--- config.mk ---
export PLATFORM = sky130hd
export DESIGN_NAME = sa_psum_drain
export DESIGN_NICKNAME = d
export VERILOG_FILES = /design/src/rtl/sa_psum_drain.sv
export SDC_FILE = /design/constraint.sdc
export NUM_CORES = 1
export LEC_CHECK = 0
export ABC_AREA = 1
export ABC_CLOCK_PERIOD_IN_PS = 7150
export CAP_MARGIN = 10
export CORE_MARGIN = 5
export CORE_UTILIZATION = 25
export CTS_BUF_LIST = sky130_fd_sc_hd__clkbuf_16
export CTS_CLUSTER_SIZE = 40
export DETAILED_ROUTE_END_ITERATION = 10
export DONT_BUFFER_PORTS = 1
export GPL_TIMING_DRIVEN = 1
export SYNTH_ARGS = -nofsm -noshare
export SYNTH_HDL_FRONTEND = slang
export SYNTH_SLANG_ARGS = --single-unit
--- constraint.sdc ---
create_clock -name i_clk -period 7.15 [get_ports i_clk]
set_clock_uncertainty 0.15 [all_clocks]
set_input_delay 0.715 -clock i_clk [delete_from_list [all_inputs] [get_ports i_clk]]
set_output_delay 0.715 -clock i_clk [all_outputs]
set_load 0.03 [all_outputs]
--- src/rtl/sa_psum_drain.sv ---
// sa_psum_drain: de-skews bottom-row systolic psums into whole rows, buffers them and drains per job.
// Define SA_DRAIN_RELU_EN to clamp negative columns to zero (adds one pipeline stage).
module sa_psum_drain #(
    parameter int ADD_DATAWIDTH = 8,
    parameter int NUM_COLS      = 4,
    parameter int FIFO_DEPTH    = 4,
    parameter int CNT_WIDTH     = 8
) (
    input  logic                              i_clk,
    input  logic                              i_rst,
    input  logic                              i_start,
    input  logic [CNT_WIDTH-1:0]              i_num_rows,
    input  logic [NUM_COLS*ADD_DATAWIDTH-1:0] i_psum,
    input  logic [NUM_COLS-1:0]               i_psum_valid,
    output logic [NUM_COLS*ADD_DATAWIDTH-1:0] o_row,
    output logic                              o_row_valid,
    input  logic                              i_row_ready,
    output logic                              o_done,
    output logic                              o_skew_err,
    output logic                              o_overflow
);
    localparam int W  = ADD_DATAWIDTH;
    localparam int N  = NUM_COLS;
    localparam int RW = N * W;
    localparam int AW = $clog2(FIFO_DEPTH);

    typedef enum logic [1:0] {IDLE, DRAIN, DONE} state_t;
    state_t state;

    logic [RW-1:0] al_d, pd;
    logic [N-1:0]  al_v, pv;

    // Column c waits N-1-c cycles so that every column of a row lines up with the last column.
    genvar c;
    generate
        for (c = 0; c < N; c++) begin : g_col
            localparam int L = N - 1 - c;
            if (L == 0) begin : g_pass
                assign al_d[c*W +: W] = i_psum[c*W +: W];
                assign al_v[c]        = i_psum_valid[c];
            end else begin : g_dly
                logic [W-1:0] d [L];
                logic [L-1:0] v;
                always_ff @(posedge i_clk or posedge i_rst) begin
                    if (i_rst) begin
                        for (int k = 0; k < L; k++) d[k] <= '0;
                        v <= '0;
                    end else begin
                        d[0] <= i_psum[c*W +: W];
                        v[0] <= i_psum_valid[c] & ~i_start;
                        for (int k = 1; k < L; k++) begin
                            d[k] <= d[k-1];
                            v[k] <= v[k-1] & ~i_start;
                        end
                    end
                end
                assign al_d[c*W +: W] = d[L-1];
                assign al_v[c]        = v[L-1];
            end
        end
    endgenerate

`ifdef SA_DRAIN_RELU_EN
    always_ff @(posedge i_clk or posedge i_rst) begin
        if (i_rst) begin
            pd <= '0;
            pv <= '0;
        end else begin
            pv <= i_start ? '0 : al_v;
            for (int k = 0; k < N; k++)
                pd[k*W +: W] <= al_d[k*W + W - 1] ? '0 : al_d[k*W +: W];
        end
    end
`else
    assign pd = al_d;
    assign pv = al_v;
`endif

    logic [RW-1:0]    mem [FIFO_DEPTH];
    logic [AW:0]      cnt, cnt_n;
    logic [AW-1:0]    wr_ptr, rd_ptr, rd_n;
    logic [RW-1:0]    head_n;
    logic [CNT_WIDTH-1:0] num_rows, pushed, popped;
    logic             active, arrive, full, pop, push, skew;

    assign active      = state == DRAIN && !i_start;
    assign arrive      = active && (&pv) && pushed != num_rows;
    assign skew        = active && (|pv) && !(&pv);
    assign full        = cnt == (AW+1)'(FIFO_DEPTH);
    assign o_row_valid = |cnt;
    assign pop         = o_row_valid & i_row_ready;
    assign push        = arrive & (~full | pop);
    assign rd_n        = rd_ptr + AW'(pop);
    assign cnt_n       = cnt + (AW+1)'(push) - (AW+1)'(pop);
    // A row written this cycle into an otherwise empty FIFO becomes the new head directly.
    assign head_n      = (push && wr_ptr == rd_n) ? pd : mem[rd_n];

    always_ff @(posedge i_clk) begin
        if (push) mem[wr_ptr] <= pd;
    end

    always_ff @(posedge i_clk or posedge i_rst) begin
        if (i_rst) begin
            cnt    <= '0;
            wr_ptr <= '0;
            rd_ptr <= '0;
            o_row  <= '0;
        end else if (i_start) begin
            cnt    <= '0;
            wr_ptr <= '0;
            rd_ptr <= '0;
        end else begin
            cnt    <= cnt_n;
            rd_ptr <= rd_n;
            wr_ptr <= wr_ptr + AW'(push);
            if (cnt_n != '0) o_row <= head_n;
        end
    end

    always_ff @(posedge i_clk or posedge i_rst) begin
        if (i_rst) begin
            state      <= IDLE;
            num_rows   <= '0;
            pushed     <= '0;
            popped     <= '0;
            o_done     <= 1'b0;
            o_skew_err <= 1'b0;
            o_overflow <= 1'b0;
        end else if (i_start) begin
            num_rows   <= i_num_rows;
            pushed     <= '0;
            popped     <= '0;
            o_skew_err <= 1'b0;
            o_overflow <= 1'b0;
            state      <= i_num_rows == '0 ? DONE : DRAIN;
            o_done     <= i_num_rows == '0;
        end else begin
            if (arrive) pushed <= pushed + CNT_WIDTH'(1);
            if (skew) o_skew_err <= 1'b1;
            if (arrive && full && !pop) o_overflow <= 1'b1;
            if (state == DRAIN && pop) begin
                popped <= popped + CNT_WIDTH'(1);
                if (popped + CNT_WIDTH'(1) == num_rows) begin
                    state  <= DONE;
                    o_done <= 1'b1;
                end
            end
        end
    end
endmodule
# --- Yosys cells after proc, flatten, opt, wreduce, memory -nomap -nowiden ---
# Memories as Yosys holds them, arrays and structs flattened. A register that Yosys moved wholly into a read port is not among the register bits.
# Index checks and enable logic that the tools add are counted.
# Widths: inputs -> output; s select.
word_totals:
  regBits: 90
  latchBits: 0
  ram_bits: 128
  romBits: 0
  input_bits: 48
  out_inout_bits: 36
  mem_count: 1
classes:
  add_sub_neg: 6
  mul: 0
  div: 0
  magnitude_cmp: 0
  n_eq_ne: 4
  n_shift: 0
  muxes: 20
  n_bitwise: 11
  n_reduce_logical: 23
mem_list:
  columns: ["name", "depth", "word_bits", "read_ports", "rd_clocked_by_memory_dff", "write_ports", "line", "rtl"]
  rows:
  - ["mem", 4, 32, 1, 1, 1, "79", "logic [RW-1:0] mem [FIFO_DEPTH];"]
ops:
  columns: ["operator", "count"]
  rows:
  - ["$mux 8", 4]
  - ["$add 8x1->8 const B", 2]
  - ["$mux 2", 6]
  - ["$reduce_bool 2->1", 5]
  - ["$mux 1", 9]
  - ["$and 1x1->1", 8]
  - ["$eq 8x8->1", 1]
  - ["$logic_and 1x1->1", 8]
  - ["$logic_not 8->1", 1]
  - ["$ne 8x8->1", 1]
  - ["$add 2x1->2", 2]
  - ["$reduce_and 2->1", 2]
  - ["$reduce_and 4->1", 1]
  - ["$reduce_or 4->1", 1]
  - ["$add 3x1->3", 1]
  - ["$eq 3x3->1 const B", 1]
  - ["$logic_not 1->1", 3]
  - ["$mux 3", 1]
  - ["$reduce_bool 3->1", 1]
  - ["$reduce_or 3->1", 1]
  - ["$sub 3x1->3", 1]
  - ["$eq 2x1->1 const B", 1]
  - ["$not 1->1", 2]
  - ["$or 1x1->1", 1]

# --- Depth between registers and ports, before layout ---
logic_depth:
  ltp_word: 9
  mapped_depth: 21

# --- Worst setup path after synthesis ---
# No wires, ideal clock.
synth_path:
  path_type: "input to register"
  startpoint: "input port i_start"
  endpoint: "memory mem[2][0] in the netlist's numbering (enable)"
  setup_ns: 0.461
  arrival_time_ns: 3.797
  slack_ns: 2.742
  path_stages: 9
  n_path_buf: 2
  path_cell_list: "buf_2 inv_2 nand3_2 nor2_2 inv_2 nor2_4 buf_6 nand2_2 nor3_1"
synth_between:
  elab_chain_cells: 7
synth_rtl:
  columns: ["element", "line", "rtl"]
  rows:
  - ["from (decl)", "11", "input logic i_start,"]
  - ["$logic_not 1->1", "86", "assign active = state == DRAIN && !i_start;"]
  - ["$logic_and 1x1->1", "86", null]
  - ["$logic_and 1x1->1 (2 in series)", "87", "assign arrive = active && (&pv) && pushed != num_rows;"]
  - ["$and 1x1->1", "92", "assign push = arrive & (~full | pop);"]
  - ["$mux 1", "99", "if (push) mem[wr_ptr] <= pd;"]
  - ["$mux 1 (not written as such)", "99", null]
  - ["to (decl)", "79", null]
# No other way between the ends.

# --- Worst setup path after layout ---
layout_path:
  startpoint: "register cnt[1]"
  endpoint: "register o_row[4], read port of mem"
layout_between:
  elab_chain_cells: 8
layout_rtl:
  columns: ["element", "line", "rtl"]
  rows:
  - ["from (decl)", "80", "logic [AW:0] cnt, cnt_n;"]
  - ["from (signal assigned)", "113", "cnt <= cnt_n;"]
  - ["$reduce_or 3->1 (*)", "90", "assign o_row_valid = |cnt;"]
  - ["net o_row_valid", "16", "output logic o_row_valid,"]
  - ["$and 1x1->1 (*)", "91", "assign pop = o_row_valid & i_row_ready;"]
  - ["$or 1x1->1", "92", null]
  - ["$and 1x1->1", "92", null]
  - ["$add 3x1->3", "94", "assign cnt_n = cnt + (AW+1)'(push) - (AW+1)'(pop);"]
  - ["$sub 3x1->3", "94", null]
  - ["$reduce_bool 3->1", "116", "if (cnt_n != '0) o_row <= head_n;"]
  - ["$reduce_and 2->1 (no source line)", null, null]
  - ["to (decl)", "15", "output logic [NUM_COLS*ADD_DATAWIDTH-1:0] o_row,"]
# Mark *: on every way through the listed nets, which the timed path passes. The rest lies on a longest branch.
# A chain may end at the register's enable or synchronous reset.

==> impl_metrics.ini <==
[floorplan]
initial_utilization_pct = 25.2
die_y_um = 213
die-area_um2 = 45200
row_count = 74
core_um2 = 40700
ioPinCount = 84
die_x_um = 213

[clock_tree]
clkLatencyLatePin_ps = 560
cts.repair.resized = 0
cts_buffers = 28
h_tree_depth = 1
cts.path.max_buffers = 3
clk_slew_on_worst_s_h_paths_ps = 60
root_buffer = sky130_fd_sc_hd__clkbuf_16
numClockSinks = 249
cts_tree = built

[cells_and_area]
finalNonFillerCells = 1533
diode_insertion_count_for_antenna_repair = 0
layout-area-overhead-vs-synth_pct = 16.4
design_area_um2 = 11900
drive_above_1_share_pct = 8.49
utilization_pct = 29.3
num-nets-final = 1034

[synthesis]
yosys_warnings = 0
syn_avg_cell_area_um2 = 10.6
most_repeated_cell_in_the_gate_level_netlist_after_synthesis = sky130_fd_sc_hd__nand2_1
synth.mux.area_fraction_pct = 3.12
synth_top_cell_by_area = sky130_fd_sc_hd__edfxtp_1
dominant_combinational_cell_family_by_area_after_synthesis = simple AND/OR/NAND/NOR gates
area_share_of_the_largest_cell_type_after_synthesis_pct = 37.5
synthAdderAreaFrac_pct = 0.927
post_synth_main_area_contributors = sky130_fd_sc_hd__edfxtp_1 (37%), sky130_fd_sc_hd__dfrtp_1 (30%), sky130_fd_sc_hd__nand2_1 (14%), sky130_fd_sc_hd__mux2i_1 (3.1%), sky130_fd_sc_hd__o21ai_0 (2.3%)
synthCells = 967
number_of_synthesized_flops_with_an_enable_pin = 128
synthesized_nets = 1022
yosys.cell_types.count = 35
synth_xor_area_share_pct = 0.683
synth-simple-area-share_pct = 20.4
synth_compound_area_share_pct = 3.43
async_flop_share_pct = 48.6
synth_commonest_cells = sky130_fd_sc_hd__nand2_1 (385), sky130_fd_sc_hd__edfxtp_1 (128), sky130_fd_sc_hd__dfrtp_1 (121)
dominantRegCellSynth = sky130_fd_sc_hd__edfxtp_1
post_synth_instance_area_um2 = 10300
synth-seq-area-share_pct = 67.0
flop_and_latch_count_out_of_synthesis = 249

[power_and_ir_drop]
powerDensity_nw_per_um2 = 390
cellLeakagePower_nw = 5.05
worst_ir_drop_vdd_mv = 0.230
fin_total_pwr_mw = 4.66

[sta]
slew_violations = 0
fin_crit_ps = 5070
worst_slack_ps = 2080
tightest_slew_ps = 972
setup_total_negative_slack_ps = 0
timing.fmax_mhz = 197
final.hold.worst_slack_ps = 33.1
setup-violations-final = 0
slew_headroom_pct = 35.2
timing.final.hold_violations = 0
final_worst_path_period_share_pct = 70.9
grt_setup_unrepaired = no

[placement]
detailed_place.area_um2 = 10800
place_worst_setup_slack_ps = 2010
dp_cells = 1469
io_buffer_count = 0
gpl_wtd_cong = 0.787
dp_hpwl_um = 14700

[global_routing]
first_global_vias = 6541
total_congestion_overflow = 0
grt_max_degree = 66
grt_first_pass_wirelength_um = 37800
grt.total_usage_pct = 10.7
antenna_found_initial = 0

[min_path]
worstHoldPathType = in2reg
min_from = i_psum[21]

[detailed_routing]
route.detailed.wl_per_inst_um = 15.9
vias = 6547
remaining_drc_errors = 0
drt_first_pass_iters = 5
first_iter_violations = 323
via_per_inst = 4.27
postRouteWirelength_um = 24400
ant_nets = 0

[critical_path]
timing.critical_path.required_ps = 7490
crit_arrival_ps = 5410
critical_path.startpoint = cnt[1]
critPathCaptureType = flip-flop
timing.setup.critical_path_class = reg2reg
cp-start-kind = flip-flop
critical_path_peak_fanout = 35
rr_startpoint = cnt[1]

[outcome]
run_status = finished clean

[run]
max-cap-violations = 0
==> worst paths after layout <==
kind	end	slack [ps]	depth (start not counted)
worst max-delay path	o_row[4]	2080	17
worst min-delay path	g_col[2].g_dly.d[5]	30	0
worst max register to register	o_row[4]	2080	17
worst min register to register	al_d[4]	200	0
max in group asynchronous	o_row[25]	5030	3
min in group asynchronous	g_col[0].g_dly.d[16]	550	2
==> metal layers <==
layer | share of wire, % | GRT usage, % | vias up
met5 | 0 | 0 | -
met4 | 2.0 | 3.02 | 0
met3 | 8.5 | 3.94 | 34
met2 | 47 | 17.6 | 122
met1 | 43 | 13.4 | 3166
li1 | - | - | 3225
==> flip-flops by register name, summed over array words and instances (netlist names) <==
name           count
mem              128
g_col.g_dly.d     32
o_row             32
al_d              16
num_rows           8
popped             8
pushed             8
g_col.g_dly.v      6
cnt                3
rd_ptr             2
wr_ptr             2
o_done             1
o_overflow         1
o_skew_err         1
state              1
==> layout by cell type, fill, tap and decap left out, drive strengths merged <==
cell type      n
fa             1
nand3         30
xnor2          2
a21oi          3
bufinv         5
clkinv         7
o21bai         1
nand4         37
mux2i         32
nor4           5
edfxtp       128
o22ai          3
a31oi          1
xor2           6
ha             6
o21ai         54
nor3           5
inv           68
clkinvlp       7
clkbuf        28
buf           11
dfrtp        121
nand2        389
o21a           1
a22o           1
nor2          36
or2            1
dlygate4sd3   12
==> area by class of cell <==
| class | count | area, um2 |
|---|---|---|
| clock buffers | 28 | 701 |
| clock inverters | 24 | 280 |
| fillers | 4190 | 28800 |
| inverters | 63 | 244 |
| multi-input cells | 614 | 2970 |
| flip-flops and latches | 249 | 6870 |
| well taps | 532 | 666 |
| repair buffers | 23 | 203 |
==> cells by family after synthesis <==
| group | after synthesis |
|---|---|
| AND/OR/NAND/NOR | 503 |
| multiplexers | 32 |
| XOR/XNOR | 8 |
| AO/OA/AOI/OAI | 64 |
| buffers and inverters | 104 |
| flip-flops | 249 |
| adder cells (fa/ha/maj) | 7 |
==> critical path, stage by stage (launching register included) <==
cell                      delay [ps]
sky130_fd_sc_hd__dfrtp_1         420
sky130_fd_sc_hd__nor2_1          170
sky130_fd_sc_hd__nand2_1         270
sky130_fd_sc_hd__nand2_2         200
sky130_fd_sc_hd__nand3_2         740
sky130_fd_sc_hd__nand2_2         490
sky130_fd_sc_hd__ha_1            290
sky130_fd_sc_hd__inv_1            60
sky130_fd_sc_hd__ha_1            130
sky130_fd_sc_hd__inv_1            50
sky130_fd_sc_hd__fa_1            380
sky130_fd_sc_hd__xnor2_1         190
sky130_fd_sc_hd__xor2_1          300
sky130_fd_sc_hd__a31oi_4         120
sky130_fd_sc_hd__buf_4           280
sky130_fd_sc_hd__inv_2           520
sky130_fd_sc_hd__nand2_1         120
sky130_fd_sc_hd__nand2_1         110
==> timing repair <==
action	CTS	global route
hold buffers	12	0
setup buffers	0	0
endpoints found under the hold margin	69	0
==> power breakdown <==
part | switching [mW] | leakage [nW] | internal [mW] | total, mW
logic | 0.818 | 1.92 | 0.403 | 1.22
clock network | 0.610 | 0.474 | 0.903 | 1.51
registers | 0.294 | 2.65 | 1.63 | 1.93
Note: power is estimated with default switching activity, not from simulation.
